[config.mk]
export PLATFORM = sky130hd
export DESIGN_NAME = dsp_p_accumulator
export DESIGN_NICKNAME = d
export VERILOG_FILES = /design/src/rtl/dsp_defs.sv /design/src/rtl/dsp_out_fifo2.sv /design/src/rtl/dsp_p_accumulator.sv
export SDC_FILE = /design/constraint.sdc
export NUM_CORES = 1
export LEC_CHECK = 0
export CELL_PAD_IN_SITES_DETAIL_PLACEMENT = 1
export CELL_PAD_IN_SITES_GLOBAL_PLACEMENT = 1
export CORE_MARGIN = 2
export CORE_UTILIZATION = 44
export CTS_CLUSTER_SIZE = 40
export DETAILED_ROUTE_END_ITERATION = 10
export PLACE_DENSITY = 0.87
export SLEW_MARGIN = 10
export SYNTH_ARGS = -nofsm -noshare
export SYNTH_HDL_FRONTEND = slang
export SYNTH_SLANG_ARGS = --single-unit
[constraint.sdc]
create_clock -name CLK -period 4.6 [get_ports CLK]
set_input_delay 1.15 -clock CLK [delete_from_list [all_inputs] [get_ports CLK]]
set_output_delay 1.15 -clock CLK [all_outputs]
set_load 0.03 [all_outputs]
[src/rtl/dsp_defs.sv]
// Shared definitions for the DSP slice: operand/product widths and a saturating adder.
package dsp_defs;

  localparam int P_W       = 48;
  localparam int OPND_W    = 18;
  localparam int SAT_MAX_W = 64;

  typedef struct packed {
    logic                 ovf;
    logic [SAT_MAX_W-1:0] sum;
  } sat_res_t;

  // Unsigned add of two w-bit values (w <= SAT_MAX_W); clamps to all-ones on carry out of bit w-1.
  function automatic sat_res_t sat_add(input logic [SAT_MAX_W-1:0] a,
                                       input logic [SAT_MAX_W-1:0] b,
                                       input int                   w);
    logic [SAT_MAX_W:0]   full;
    logic [SAT_MAX_W-1:0] mask;
    sat_res_t             r;
    mask  = {SAT_MAX_W{1'b1}} >> (SAT_MAX_W - w);
    full  = {1'b0, a} + {1'b0, b};
    r.ovf = |(full >> w);
    r.sum = r.ovf ? mask : (full[SAT_MAX_W-1:0] & mask);
    return r;
  endfunction

endpackage

[src/rtl/dsp_out_fifo2.sv]
// Two-entry valid/ready output queue; the head register holds its last value once drained.
module dsp_out_fifo2 #(
  parameter int W = 8
) (
  input  logic         clk,
  input  logic         rst_n,
  input  logic         push_i,
  input  logic [W-1:0] push_data_i,
  output logic         full_o,
  output logic         valid_o,
  input  logic         ready_i,
  output logic [W-1:0] data_o
);

  logic [W-1:0] head_q, head_d;
  logic [W-1:0] tail_q, tail_d;
  logic         head_vld_q, head_vld_d;
  logic         tail_vld_q, tail_vld_d;
  logic         pop;

  assign pop     = head_vld_q & ready_i;
  assign full_o  = head_vld_q & tail_vld_q;
  assign valid_o = head_vld_q;
  assign data_o  = head_q;

  // The caller must not push when full unless a pop happens in the same cycle.
  always_comb begin
    head_d     = head_q;
    tail_d     = tail_q;
    head_vld_d = head_vld_q;
    tail_vld_d = tail_vld_q;
    if (pop) begin
      head_vld_d = tail_vld_q;
      tail_vld_d = 1'b0;
      if (tail_vld_q) head_d = tail_q;
    end
    if (push_i) begin
      if (!head_vld_d) begin
        head_d     = push_data_i;
        head_vld_d = 1'b1;
      end else begin
        tail_d     = push_data_i;
        tail_vld_d = 1'b1;
      end
    end
  end

  always_ff @(posedge clk or negedge rst_n) begin
    if (!rst_n) begin
      head_q     <= '0;
      tail_q     <= '0;
      head_vld_q <= 1'b0;
      tail_vld_q <= 1'b0;
    end else begin
      head_q     <= head_d;
      tail_q     <= tail_d;
      head_vld_q <= head_vld_d;
      tail_vld_q <= tail_vld_d;
    end
  end

endmodule

[src/rtl/dsp_p_accumulator.sv]
// Sums ACC_LEN valid P products per frame with saturation; totals leave via a 2-entry queue,
// frames finishing into a full queue are dropped and counted.
module dsp_p_accumulator
  import dsp_defs::*;
#(
  parameter int ACC_LEN = 8,
  parameter int ACC_W   = 56,
  parameter int DROP_W  = 8
) (
  input  logic              CLK,
  input  logic              rst_n,
  input  logic [P_W-1:0]    P_IN,
  input  logic              P_VALID,
  input  logic              CLEAR,
  output logic [ACC_W-1:0]  ACC_OUT,
  output logic              ACC_OVF,
  output logic              ACC_VALID,
  input  logic              ACC_READY,
  output logic [DROP_W-1:0] DROP_CNT,
  output logic              BUSY
);

  localparam int               CNT_W    = (ACC_LEN > 1) ? $clog2(ACC_LEN) : 1;
  localparam logic [CNT_W-1:0] CNT_LAST = CNT_W'(ACC_LEN - 1);

  logic [ACC_W-1:0]  acc_q, acc_d;
  logic [CNT_W-1:0]  cnt_q, cnt_d;
  logic              ovf_acc_q, ovf_acc_d;
  logic [DROP_W-1:0] drop_q, drop_d;

  sat_res_t          add_res;
  logic [ACC_W-1:0]  sum;
  logic              sum_ovf;
  logic              push_req;
  logic              pop;
  logic              drop;
  logic              fifo_full;
  logic              fifo_push;

  assign add_res = sat_add(SAT_MAX_W'(acc_q), SAT_MAX_W'(P_IN), ACC_W);
  assign sum_ovf = add_res.ovf | ovf_acc_q;
  assign sum     = ovf_acc_q ? {ACC_W{1'b1}} : add_res.sum[ACC_W-1:0];

  if (ACC_W < SAT_MAX_W) begin : g_hi
    logic unused_hi;
    assign unused_hi = ^add_res.sum[SAT_MAX_W-1:ACC_W];
  end

  // CLEAR outranks a coincident sample; the last sample of a frame restarts the accumulator
  // whether or not its total finds room in the queue.
  always_comb begin
    acc_d     = acc_q;
    cnt_d     = cnt_q;
    ovf_acc_d = ovf_acc_q;
    push_req  = 1'b0;
    if (CLEAR) begin
      acc_d     = '0;
      cnt_d     = '0;
      ovf_acc_d = 1'b0;
    end else if (P_VALID) begin
      if (cnt_q == CNT_LAST) begin
        push_req  = 1'b1;
        acc_d     = '0;
        cnt_d     = '0;
        ovf_acc_d = 1'b0;
      end else begin
        acc_d     = sum;
        ovf_acc_d = sum_ovf;
        cnt_d     = cnt_q + 1'b1;
      end
    end
  end

  assign pop       = ACC_VALID & ACC_READY;
  assign drop      = push_req & fifo_full & ~pop;
  assign fifo_push = push_req & ~drop;

  always_comb begin
    drop_d = drop_q;
    if (drop && (drop_q != {DROP_W{1'b1}})) drop_d = drop_q + 1'b1;
  end

  always_ff @(posedge CLK or negedge rst_n) begin
    if (!rst_n) begin
      acc_q     <= '0;
      cnt_q     <= '0;
      ovf_acc_q <= 1'b0;
      drop_q    <= '0;
    end else begin
      acc_q     <= acc_d;
      cnt_q     <= cnt_d;
      ovf_acc_q <= ovf_acc_d;
      drop_q    <= drop_d;
    end
  end

  dsp_out_fifo2 #(
    .W (ACC_W + 1)
  ) u_fifo (
    .clk         (CLK),
    .rst_n       (rst_n),
    .push_i      (fifo_push),
    .push_data_i ({sum_ovf, sum}),
    .full_o      (fifo_full),
    .valid_o     (ACC_VALID),
    .ready_i     (ACC_READY),
    .data_o      ({ACC_OVF, ACC_OUT})
  );

  assign DROP_CNT = drop_q;
  assign BUSY     = (cnt_q != '0);

endmodule
# ---- Word-level counts from Yosys, hierarchy flattened
# Index checks and enable logic that the tools add are counted.
dict set report classes {
  add_sub_neg 3
  eq_ne 2
  n_mux 23
  bitwise_logic 8
  n_reduce_logical 5
}
# cell n
set op_table {}
lappend op_table {{two-way mux 56 bit} 5}
lappend op_table {{two-way mux 57 bit} 4}
lappend op_table {{adder 56 x 48 -> 57 bit} 1}
lappend op_table {{two-way mux 1 bit} 11}
lappend op_table {{two-way mux 3 bit} 3}
lappend op_table {{OR reduction 9 bit} 1}
lappend op_table {{adder 8 x 1 -> 8 bit (second input constant)} 1}
lappend op_table {{!= test 8 bit (second input constant)} 1}
lappend op_table {{bitwise AND 1 bit} 5}
lappend op_table {{adder 3 x 1 -> 3 bit (second input constant)} 1}
lappend op_table {{== test 3 bit (second input constant)} 1}
lappend op_table {{nonzero test 3 bit} 1}
lappend op_table {{inverter 1 bit} 2}
lappend op_table {{AND reduction 2 bit} 1}
lappend op_table {{nonzero test 2 bit} 1}
lappend op_table {{logical AND 1 bit} 1}
lappend op_table {{OR 1 bit} 1}
dict set report totals {
  reg_bits 184
  in_bits 53
  out_inout_bits 67
  elab_cells 49
}

# ---- Depth between registers and ports, before layout
# Gate-level depths: netlist of run 1.
dict set report depth {
  depth_word 9
  ltp_mapped 14
  mapped_depth_nobuf 12
}

# ---- By module
# From an unflattened synthesis of run 1, not the netlist that was laid out.
dict set report unflattened {
  cells_unflattened 1149
  hier_area_um2 11431.0
}
# module n_inst cells_per_inst area_each_um2 seq_area_each_um2
set by_module_without_submodules {}
lappend by_module_without_submodules {dsp_p_accumulator 1 699 6170.9 1701.6}
lappend by_module_without_submodules {dsp_out_fifo2 1 450 5260.0 2902.8}

# ---- Worst setup path after synthesis of run 1
# Ideal clock, no wire load.
dict set report synth_path {
  path_type {in2reg}
  start {in P_IN[0]}
  end {reg u_fifo.tail_q[37]}
  setup_time_ps 125
  t_arrival_ps 3941
  t_required_ps 4475
  path_slack_ps 535
  path_stages 13
  n_path_buf 1
  cell_sequence {ha_1 fa_1 a21o_1 a221oi_2 a2111o_1 a21oi_1 o211a_1 o211ai_2 nand2_2 a211o_1 buf_2 a41o_1 mux2_2}
}
dict set report synth_via {
  elab_chain_cells 4
}
# item line
set synth_lines {}
lappend synth_lines {{start: declaration} dsp_p_accumulator.sv:12} ;# input logic [P_W-1:0] P_IN,
lappend synth_lines {{adder 56 x 48 -> 57 bit (*)} dsp_defs.sv:21} ;# full = {1'b0, a} + {1'b0, b};
lappend synth_lines {{OR reduction 9 bit} dsp_defs.sv:22} ;# r.ovf = |(full >> w);
lappend synth_lines {{two-way mux 56 bit (*)} dsp_defs.sv:23} ;# r.sum = r.ovf ? mask : (full[SAT_MAX_W-1:0] & mask);
lappend synth_lines {{two-way mux 56 bit (*)} dsp_p_accumulator.sv:42} ;# assign sum = ovf_acc_q ? {ACC_W{1'b1}} : add_res.sum[ACC_W-1:0];
lappend synth_lines {{end signal: assignment} dsp_out_fifo2.sv:56} ;# tail_q <= tail_d;
lappend synth_lines {{end: declaration} dsp_out_fifo2.sv:16} ;# logic [W-1:0] tail_q, tail_d;
# Every way passes the cells marked *; elsewhere a longest branch is shown, timed or not.
# A chain may end at the register's enable or synchronous reset.

# ---- Final worst setup path of run 1
dict set report layout_path {
  start {in P_IN[1]}
  end {reg u_fifo.head_q[23], in the netlist u_fifo.data_o[23]}
}
dict set report layout_via {
  elab_chain_cells 6
}
# item line
set layout_lines {}
lappend layout_lines {{adder 56 x 48 -> 57 bit (*)} dsp_defs.sv:21}
lappend layout_lines {{OR reduction 9 bit} dsp_defs.sv:22}
lappend layout_lines {{two-way mux 56 bit (*)} dsp_defs.sv:23}
lappend layout_lines {{two-way mux 56 bit (*)} dsp_p_accumulator.sv:42}
lappend layout_lines {{two-way mux 57 bit (*)} dsp_out_fifo2.sv:38} ;# if (!head_vld_d) begin
lappend layout_lines {{two-way mux 57 bit (*)} dsp_out_fifo2.sv:37} ;# if (push_i) begin
lappend layout_lines {{net u_fifo.head_d[23]} dsp_out_fifo2.sv:15} ;# logic [W-1:0] head_q, head_d;
lappend layout_lines {{end signal: assignment} dsp_out_fifo2.sv:50} ;# head_q <= '0;
lappend layout_lines {{end signal: assignment} dsp_out_fifo2.sv:55} ;# head_q <= head_d;
lappend layout_lines {{end: declaration} dsp_out_fifo2.sv:15}
# The timed path passes the listed nets; every way through them passes the cells marked *.

==> impl_metrics.env, run 1 <==
export IMPL_slew_violations=0
export IMPL_start_util_pct=44.99
export IMPL_clkSinkCount=184
export IMPL_yosys_warnings=0
export IMPL_drive_gt1_share_pct=13.94
export IMPL_clockBufferDepth=2
export IMPL_routed_via_density=5.734
export IMPL_syn_nets=1288
export IMPL_cp_end_kind="flip-flop"
export IMPL_antenna_cells=0
export IMPL_crit_required_ps=4880
export IMPL_fmax_mhz=226.1
export IMPL_syn_cell_area_sq_um=10590
export IMPL_cts_hold_buf=0
export IMPL_grt_pass1_wl_um=55780
export IMPL_dp_hpwl_um=23170
export IMPL_yosys_register_bits=184
export IMPL_gr_usage_all_layers_pct=27.23
export IMPL_synth_top_area_share_pct=43.47
export IMPL_dieArea_sq_um=25330
export IMPL_leakage_nw=6.349
export IMPL_cts_reportedPaths_clkPinSlew_ps=80
export IMPL_synth_edf_count=0
export IMPL_fin_crit_sh_pct=96.16
export IMPL_worstSetupStartpointType="input pin"
export IMPL_path_class="input pin to flip-flop"
export IMPL_switching_share_pct=36.05
export IMPL_grt_overflow=0
export IMPL_core_sq_um=23540
export IMPL_drt_iter0_drc=558
export IMPL_postCtsSetupBuffers=0
export IMPL_pwr_share_clk_pct=32.1
export IMPL_first_global_vias=10710
export IMPL_synthArstFlopShare_pct=100.0
export IMPL_yosysUniqueCellTypes=66
export IMPL_area_growth_pct=24.71
export IMPL_peakVddDrop_mv=0.2201
export IMPL_p_comb_share_pct=30.1
export IMPL_dr_pass1_iters=5
export IMPL_rows=56
export IMPL_skew_ps=19.50
export IMPL_cts_root_buf="clkbuf_16"
export IMPL_synth_area_leaders="dfrtp_1, ha_1, nand2_1"
export IMPL_wl_um=33320
export IMPL_slew_headroom_pct=24.70
export IMPL_dp_slack_ps=-213.0
export IMPL_finalSetupViolCount=0
export IMPL_clock_latency_ps=460
export IMPL_total_power_w=0.004613
export IMPL_grt_max_degree=114
export IMPL_cts_htree_levels=4
export IMPL_drv_cap=0
export IMPL_wl_per_cell_um=19.98
export IMPL_nets=1442
export IMPL_ys_seq_area_share_pct=43.47
export IMPL_worstMarginPinSlew_ps=1130
export IMPL_netlist_instances=1182
export IMPL_rsz0062_at_grt="no"
export IMPL_status="complete, no violations"
export IMPL_setup_ws_ps=176.6
export IMPL_ant_nets=0
export IMPL_die_w_um=159.2
export IMPL_hold_viol=0
export IMPL_ys_flop_type="dfrtp_1"
export IMPL_route_detailed_drc=0
export IMPL_p_int_w=0.002950
export IMPL_gp_congestion=0.9219
export IMPL_dieHeight_um=159.2
export IMPL_hp_class="flip-flop to flip-flop"
export IMPL_cts_buffers=17
export IMPL_vias=9564
export IMPL_antenna_found_initial=0
export IMPL_p_seq_share_pct=37.8
export IMPL_cp_max_fo=10
export IMPL_p_per_area_nw_per_um2=349.2
export IMPL_yosys_area_top_type="dfrtp_1"
export IMPL_cts_tree="yes"
export IMPL_synth_area_per_cell_sq_um=8.961
export IMPL_worst_ep_arrival_time_ps=4700
export IMPL_post_cts_resized=0
export IMPL_nFillCells=2729
export IMPL_ioPinCount=120
export IMPL_p_switching_w=0.001663
export IMPL_fin_crit_ps=4423
export IMPL_port_buffers=119
logic make-up (layout without fill, tap and decap cells):
kind of cell             after synthesis  after routing  synth area share, %
AO/OA/AOI/OAI                        351            351                20.13
flip-flops                           184            184                43.47
multiplexers                          64             64                6.675
adder cells (fa/ha/maj)               53             53                6.332
XOR/XNOR                              52             52                4.300
AND/OR/NAND/NOR                      395            395                16.09
buffers and inverters                 83            250                3.001
cell usage in the layout (no fill, tap or decap), types with 4 or more instances in the layout:
| cell type | synthesis | routed |
|---|---|---|
| nor3_1 | 9 | 9 |
| nand2b_1 | 9 | 9 |
| a21o_1 | 20 | 20 |
| nor2b_1 | 6 | 6 |
| mux2_2 | 53 | 53 |
| buf_4 | 0 | 77 |
| nor2_1 | 135 | 133 |
| o22ai_1 | 4 | 4 |
| a21oi_1 | 119 | 119 |
| a22o_1 | 12 | 12 |
| nand3_1 | 23 | 22 |
| clkdlybuf4s50_1 | 0 | 118 |
| a31oi_1 | 11 | 11 |
| inv_8 | 0 | 4 |
| xor2_1 | 26 | 26 |
| o21bai_1 | 7 | 7 |
| nand4_1 | 18 | 18 |
| ha_1 | 52 | 52 |
| and3_1 | 12 | 12 |
| o21a_1 | 14 | 14 |
| inv_1 | 18 | 18 |
| nand2_1 | 163 | 162 |
| dfrtp_1 | 184 | 184 |
| o21ai_0 | 122 | 122 |
| clkbuf_16 | 0 | 17 |
| xnor2_1 | 26 | 26 |
| mux2i_1 | 11 | 11 |
| buf_12 | 0 | 4 |
| and2_1 | 5 | 5 |
worst max-delay path, cell delays in order:
cell and delay [ps]:
clkdlybuf4s50_1 450, buf_4 160, fa_1 460, a21o_1 220, a221oi_2 340, a2111o_1 260
a21oi_1 90, o211a_1 250, o211ai_2 180, nand2_2 80, a211o_1 280, buf_4 200
buf_4 190, nor2_1 240, o21ai_0 140
metrics by stage:
stage               instances  hold slack, ps  instance area (sq um)  utilization (%)  TNS [ps]
floorplan                1182           447.4                  10590                -         0
global placement         1636           461.6                  12630            53.63    -333.5
detailed placement       1636           472.1                  12630            53.63    -12430
CTS                      1668           496.2                  13210            56.11         0
global route             1668           526.8                  13210            56.11         0
finish                   1668           494.7                  13210            56.11         0
cells in the mapped netlist, types with 12 or more instances:
cell and instances:
ha_1 52, nand2_1 163, clkbuf_1 60, a22o_1 12, nor2_1 135, o21a_1 14, inv_1 18, nand3_1 23
xnor2_1 26, o21ai_0 122, a21oi_1 119, dfrtp_1 184, xor2_1 26, nand4_1 18, mux2_2 53, and3_1 12
a21o_1 20
layer usage:
layer  track usage (%)  vias up  wire, um
met1             33.35     4800     14390
met2             49.17      217     17120
met3             4.428       63      1050
met4             8.388        0       750
li1                  -     4484         -
met5                 0        -         0
worst paths after layout:
kind,from,end,slack [ps],cells after the start
min in group asynchronous,rst_n,u_fifo.data_o[8],710,1
setup / recovery,P_IN[1],u_fifo.data_o[23],180,15
setup reg to reg,acc_q[0],u_fifo.data_o[23],930,14
hold reg to reg,acc_q[15],acc_q[15],490,2
max in group asynchronous,rst_n,acc_q[44],2980,2
hold / removal,acc_q[15],acc_q[15],490,2
flip-flops by register name, indices dropped and copies added, names as in the netlist:
signal,flops
DROP_CNT,8
acc_q,56
u_fifo.valid_o,1
ovf_acc_q,1
u_fifo.tail_vld_q,1
u_fifo.tail_q,57
cnt_q,3
u_fifo.data_o,57
power groups by stage:
stage / clock network (W) / logic (W) / registers, W
final: 0.00148 / 0.00139 / 0.00174
after detailed placement: 0 / 0.00133 / 0.00177
after global placement: 0 / 0.00128 / 0.00177
after CTS: 0.00150 / 0.00137 / 0.00174
after global routing: 0.00156 / 0.00153 / 0.00175
after floorplan: 0 / 0.000843 / 0.00176
area by class of cell:
class,instances,area [sq um],area share (%)
Multi-Input combinational cell,915,5702,43.17
Sequential cell,184,4604,34.86
Timing Repair Buffer,200,1853,14.03
Clock buffer,17,425.4,3.221
Tap cell,319,399.1,3.022
Clock inverter,15,157.7,1.194
Inverter,18,67.56,0.5115
Power figures use the tool's default switching activity.
==> run 2: changes to the inputs <==
Settings changed: ABC_AREA set to 0, HOLD_SLACK_MARGIN set to 0.06.
==> results of run 2 <==
The final DEF is identical to that of run 1; final timing and power are the same.
